<file path="src/rtl/amux_scan_sequencer_if.sv">
// Handshake bundle between the scan sequencer, the analog switch bank and the ADC control.
// The master side is the sequencer; the slave side is the controller/ADC.
interface amux_scan_sequencer_if #(
  parameter int NUM_CH = 4
);
  localparam int CH_W = (NUM_CH > 1) ? $clog2(NUM_CH) : 1;

  logic              enable;
  logic              start;
  logic              continuous;
  logic              eoc;
  logic [NUM_CH-1:0] sel;
  logic              soc;
  logic [CH_W-1:0]   ch_id;
  logic              busy;
  logic              eos;

  modport master (
    input  enable, start, continuous, eoc,
    output sel, soc, ch_id, busy, eos
  );

  modport slave (
    output enable, start, continuous, eoc,
    input  sel, soc, ch_id, busy, eos
  );
endinterface

</file>
<file path="src/rtl/amux_scan_sequencer.sv">
// Walks a one-hot analog switch bank through break / settle / convert for every channel,
// issuing soc after settling and advancing on eoc; enable low aborts, reset_n clears asynchronously.
module amux_scan_sequencer #(
  parameter int NUM_CH        = 4,
  parameter int SETTLE_CYCLES = 2
) (
  input logic                   clock,
  input logic                   reset_n,
  amux_scan_sequencer_if.master bus
);
  localparam int CH_W       = (NUM_CH > 1) ? $clog2(NUM_CH) : 1;
  localparam int SETTLE_EFF = (SETTLE_CYCLES < 1) ? 1 : SETTLE_CYCLES;

  localparam logic [7:0]      SETTLE_LD = 8'(SETTLE_EFF - 1);
  localparam logic [CH_W-1:0] LAST_CH   = CH_W'(NUM_CH - 1);

  localparam logic [1:0] S_IDLE    = 2'd0;
  localparam logic [1:0] S_BREAK   = 2'd1;
  localparam logic [1:0] S_SETTLE  = 2'd2;
  localparam logic [1:0] S_CONVERT = 2'd3;

  logic [1:0]        state_q, state_d;
  logic [7:0]        cnt_q, cnt_d;
  logic [NUM_CH-1:0] sel_q, sel_d;
  logic [CH_W-1:0]   ch_q, ch_d;
  logic              soc_q, soc_d;
  logic              busy_q, busy_d;
  logic              eos_q, eos_d;

  always_comb begin
    state_d = state_q;
    cnt_d   = cnt_q;
    sel_d   = sel_q;
    ch_d    = ch_q;
    soc_d   = 1'b0;
    eos_d   = 1'b0;

    case (state_q)
      S_IDLE: begin
        sel_d = '0;
        ch_d  = '0;
        if (bus.enable && bus.start) begin
          state_d = S_BREAK;
        end
      end
      S_BREAK: begin
        // Switch closes on leaving BREAK; soc lands in the last settle cycle.
        sel_d   = NUM_CH'(1) << ch_q;
        cnt_d   = SETTLE_LD;
        soc_d   = (SETTLE_LD == 8'd0);
        state_d = S_SETTLE;
      end
      S_SETTLE: begin
        if (cnt_q == 8'd0) begin
          state_d = S_CONVERT;
        end else begin
          cnt_d = cnt_q - 8'd1;
          soc_d = (cnt_q == 8'd1);
        end
      end
      S_CONVERT: begin
        if (bus.eoc) begin
          sel_d = '0;
          if (ch_q == LAST_CH) begin
            eos_d   = 1'b1;
            ch_d    = '0;
            state_d = bus.continuous ? S_BREAK : S_IDLE;
          end else begin
            ch_d    = ch_q + CH_W'(1);
            state_d = S_BREAK;
          end
        end
      end
      default: begin
        state_d = S_IDLE;
        sel_d   = '0;
        ch_d    = '0;
      end
    endcase

    // Abort wins over any eoc seen in the same cycle and never reports end-of-scan.
    if (!bus.enable && (state_q != S_IDLE)) begin
      state_d = S_IDLE;
      cnt_d   = '0;
      sel_d   = '0;
      ch_d    = '0;
      soc_d   = 1'b0;
      eos_d   = 1'b0;
    end

    busy_d = (state_d != S_IDLE);
  end

  always_ff @(posedge clock or negedge reset_n) begin
    if (!reset_n) begin
      state_q <= S_IDLE;
      cnt_q   <= '0;
      sel_q   <= '0;
      ch_q    <= '0;
      soc_q   <= 1'b0;
      busy_q  <= 1'b0;
      eos_q   <= 1'b0;
    end else begin
      state_q <= state_d;
      cnt_q   <= cnt_d;
      sel_q   <= sel_d;
      ch_q    <= ch_d;
      soc_q   <= soc_d;
      busy_q  <= busy_d;
      eos_q   <= eos_d;
    end
  end

  assign bus.sel   = sel_q;
  assign bus.soc   = soc_q;
  assign bus.ch_id = ch_q;
  assign bus.busy  = busy_q;
  assign bus.eos   = eos_q;
endmodule

</file>
<file path="src/flat_wrapper.sv">
// flat-port wrapper written by rule: the top's interface ports become plain ports
module amux_scan_sequencer_flat 
#(
  parameter int NUM_CH        = 4,
  parameter int SETTLE_CYCLES = 2
)
  (clock, reset_n, bus_enable, bus_start, bus_continuous, bus_eoc, bus_sel, bus_soc, bus_ch_id, bus_busy, bus_eos);
  amux_scan_sequencer_if #(.NUM_CH(NUM_CH)) bus_i ();
  input logic clock;
  input logic reset_n;
  input wire logic [$bits(bus_i.enable)-1:0] bus_enable;
  input wire logic [$bits(bus_i.start)-1:0] bus_start;
  input wire logic [$bits(bus_i.continuous)-1:0] bus_continuous;
  input wire logic [$bits(bus_i.eoc)-1:0] bus_eoc;
  output wire logic [$bits(bus_i.sel)-1:0] bus_sel;
  output wire logic [$bits(bus_i.soc)-1:0] bus_soc;
  output wire logic [$bits(bus_i.ch_id)-1:0] bus_ch_id;
  output wire logic [$bits(bus_i.busy)-1:0] bus_busy;
  output wire logic [$bits(bus_i.eos)-1:0] bus_eos;
  assign bus_i.enable = bus_enable;
  assign bus_i.start = bus_start;
  assign bus_i.continuous = bus_continuous;
  assign bus_i.eoc = bus_eoc;
  assign bus_sel = bus_i.sel;
  assign bus_soc = bus_i.soc;
  assign bus_ch_id = bus_i.ch_id;
  assign bus_busy = bus_i.busy;
  assign bus_eos = bus_i.eos;
  amux_scan_sequencer #(.NUM_CH(NUM_CH), .SETTLE_CYCLES(SETTLE_CYCLES)) u_core (.clock(clock), .reset_n(reset_n), .bus(bus_i));
endmodule
</file>
<file path="config.mk">
export PLATFORM = sky130hd
export DESIGN_NAME = amux_scan_sequencer_flat
export DESIGN_NICKNAME = d
export VERILOG_FILES = /design/src/rtl/amux_scan_sequencer_if.sv /design/src/rtl/amux_scan_sequencer.sv /design/src/flat_wrapper.sv
export SDC_FILE = /design/constraint.sdc
export NUM_CORES = 1
export LEC_CHECK = 0
export ABC_AREA = 0
export CAP_MARGIN = 5
export CORE_UTILIZATION = 57
export CTS_CLUSTER_DIAMETER = 120
export DETAILED_ROUTE_END_ITERATION = 12
export PLACE_DENSITY = 0.81
export REMOVE_ABC_BUFFERS = 1
export SYNTH_ARGS = -nofsm -noshare
export SYNTH_HDL_FRONTEND = slang
export SYNTH_SLANG_ARGS = --single-unit
export TNS_END_PERCENT = 10
</file>
<file path="constraint.sdc">
create_clock -name clock -period 5.7 [get_ports clock]
set_input_delay 1.425 -clock clock [delete_from_list [all_inputs] [get_ports clock]]
set_output_delay 1.425 -clock clock [all_outputs]
set_load 0.02 [all_outputs]
</file>
==> run summary <==
* **status** finished, final reports clean
* **dominant cells by area after synthesis** sky130_fd_sc_hd__dfrtp_1 43%, sky130_fd_sc_hd__ha_1 12%, sky130_fd_sc_hd__a21oi_1 4.0%
* **routed length on met1** 1088 um
* **Starting Density** 62.67%
* **commonest non-fill, non-tap cell in the layout** sky130_fd_sc_hd__dfrtp_1
* **initial detailed-routing violation count** 20
* **arrival time reported for the critical path endpoint** 3.09 ns
* **mean cell area of the mapped netlist** 9.389 um^2
* **clock tree from TritonCTS** built
* **min setup slack post-route** 2.837 ns
* **async set or reset register ratio after synthesis** 100.0%
* **required time at the worst-slack endpoint** 5.92 ns
* **pin count of the biggest net entering global routing** 20
* **P per Cell Area** 393.6 nW/um^2
* **portion of synthesized cell area occupied by the leading cell type** 42.55%
* **Die Y-Extent** 46.28 um
* **Tightest Hold Check Type** reg2reg
* **Final Critical Period** 2.863 ns
* **number of global-route vias before repair** 767
* **sort of element at the end of the critical path** register
* **standby leakage power** 0.0005473 uW
* **number of setup violations in the final report** 0
* **final core area utilization** 73.33%
* **Post-route DRC** 0
* **count of inserted antenna diode cells** 0
* **total of buffers placed on input and output ports** 14
* **Worst R2R Path Depth** 6
* **fraction of layout cells with a size suffix above 1** 4.444%
* **unrepaired setup endpoints after global routing** false
* **Root Buffer** sky130_fd_sc_hd__clkbuf_4
* **Worst slew margin** 44.88%
* **Tcrit/Tclk final** 50.23%
* **count of maximum capacitance violations** 0
* **top routing layer in use** met4
* **Routed met2 length** 1046 um
* **final routed wirelength across all metal layers** 2240 um
* **Row Count** 15
* **final instance area** 1308 um^2
* **Area Growth Syn to Fin** 17.02%
* **biggest area consumer among synthesized cells** sky130_fd_sc_hd__dfrtp_1
* **transition time at the pin with the least slew margin** 0.8242 ns
* **number of hold violations in the final report** 0
* **Clk pin slew, worst setup/hold paths** 0.11 ns
* **last weighted congestion value of the routability-driven placer** 0.8072
* **Yosys Warn Count** 0
* **critical path start-end classification** in2reg
* **Power Total** 514.6 uW
* **GR Util All Layers** 23.90%
* **core box area** 1783 um^2
* **post-cts gate resize count** 0
* **global-route congestion overflow total** 0
* **Synth Cell Area** 1117 um^2
* **Longest Clk Path Bufs** 2
* **placement-stage cell area** 1280 um^2
* **commonest register cell after synthesis** sky130_fd_sc_hd__dfrtp_1
* **number of storage elements in the synthesis netlist** 19
* **detailed-router iteration count before antenna repair** 4
* **final total negative setup slack** 0 ns
* **clock insertion delay at the later pin of the skew report** 0.30 ns
* **share of synthesized area occupied by flip-flops and latches** 42.55%
* **total setup buffers inserted after CTS** 0
* **number of enable-type register cells in the synthesized netlist** 0
* **TritonCTS Buffers** 3
* **maximum clock rate** 0.3492 GHz
* **number of placed I/O pins** 15
* **worst supply voltage drop on vdd** 0.2803 mV
* **commonest cells after routing, fill and taps aside** 19 x sky130_fd_sc_hd__dfrtp_1, 14 x sky130_fd_sc_hd__clkdlybuf4s50_1, 12 x sky130_fd_sc_hd__inv_1
* **Final Slew Violations** 0
* **sort of element at the start of the critical path** primary input
* **Antenna Nets Post-Route** 0
* **Max Clock Skew** 0.001667 ns
* **initial antenna violation count** 0
* **number of distinct library cells after synthesis** 33
* **via-per-instance ratio** 5.813
* **crit path max fanout** 8
* **wire length of the first global-routing pass** 3498 um
* **hold-fix buffer count after cts** 0
* **Worst Hold Depth** 2
* **Die Footprint** 2141 um^2
* **H-Tree Depth** 1
* **width of the die** 46.28 um
* **total number of vias** 930
* **number of standard cells after synthesis** 119
* **total number of clock tree sinks** 19
* **number of nets in the layout** 153
* **post-DR wirelength/cell** 14.00 um
* **worst-case setup slack after placement** 2.546 ns
* **HPWL after detailed placement** 1651 um
* **routed length on met3** 90 um
## cells by family (layout without fill, tap and decap cells)
kind of cell | Yosys count | count (layout) | synth area share (%)
DFF | 19 | 19 | 42.55
AOI/OAI and AO/OA | 33 | 33 | 19.04
adders and majority gates | 11 | 11 | 12.32
and+or+nand+nor | 41 | 41 | 20.49
buffers and inverters | 14 | 30 | 4.814
xor gates and xnor gates | 1 | 1 | 0.7840
## worst paths after layout
kind                                    from           endpoint  slack (ns)
setup / recovery                  bus_enable    u_core.cnt_q[5]        2.84
hold / removal             u_core.bus.sel[2]  u_core.bus.sel[2]        0.53
setup reg to reg           u_core.state_q[0]    u_core.cnt_q[5]        3.56
hold reg to reg            u_core.bus.sel[2]  u_core.bus.sel[2]        0.53
max in group asynchronous            reset_n  u_core.bus.sel[3]        3.61
min in group asynchronous            reset_n    u_core.cnt_q[6]        1.59
## critical path: stages
cell and delay [ns]:
sky130_fd_sc_hd__clkdlybuf4s50_1 0.52, sky130_fd_sc_hd__o21bai_1 0.31, sky130_fd_sc_hd__o211ai_2 0.20, sky130_fd_sc_hd__or4_1 0.45, sky130_fd_sc_hd__a21oi_1 0.18
## per-layer routing
metal,vias up,global-route usage (%)
met5,-,0
met4,0,8.824
met3,2,4.706
met2,30,37.75
met1,434,32.19
li1,464,-
## where the power goes
part	leakage (uW)	internal (uW)	switching, uW
clock network	0.0000177	26.1	42.7
logic	0.000274	101	154
registers	0.000256	161	29.2
## cell usage after synthesis, types with 2 or more instances
library cell / instances
sky130_fd_sc_hd__nand2_1: 7
sky130_fd_sc_hd__o31ai_1: 3
sky130_fd_sc_hd__nor2_1: 7
sky130_fd_sc_hd__o21ai_1: 9
sky130_fd_sc_hd__nand4_1: 4
sky130_fd_sc_hd__inv_1: 12
sky130_fd_sc_hd__or2_1: 3
sky130_fd_sc_hd__dfrtp_1: 19
sky130_fd_sc_hd__o211ai_1: 2
sky130_fd_sc_hd__nand2b_1: 3
sky130_fd_sc_hd__nor2b_1: 2
sky130_fd_sc_hd__nand3_1: 3
sky130_fd_sc_hd__a21oi_1: 9
sky130_fd_sc_hd__ha_1: 11
sky130_fd_sc_hd__nor3_1: 3
sky130_fd_sc_hd__or4_1: 4
sky130_fd_sc_hd__o2111ai_1: 2
## final cells by class
class / count / area, um^2
Clock inverter: 1 / 5.005
Fill cell: 145 / 475.5
Multi-Input combinational cell: 86 / 588.1
Tap cell: 25 / 31.28
Clock buffer: 3 / 22.52
Timing Repair Buffer: 14 / 140.1
Sequential cell: 19 / 475.5
Inverter: 12 / 45.04
## flip-flops by register name, summed over array words and instances, names as in the netlist
name	count
u_core.bus.ch_id	2
u_core.bus.soc	1
u_core.bus.sel	4
u_core.bus.busy	1
u_core.bus.eos	1
u_core.cnt_q	8
u_core.state_q	2
## metrics by stage
step / std cells / hold WS, ns
after floorplan: 117 / 0.5127
after global placement: 156 / 0.5152
after detailed placement: 156 / 0.5172
after CTS: 160 / 0.5348
after global routing: 160 / 0.5624
final: 160 / 0.5316
Note: power is estimated with default switching activity, not from simulation.
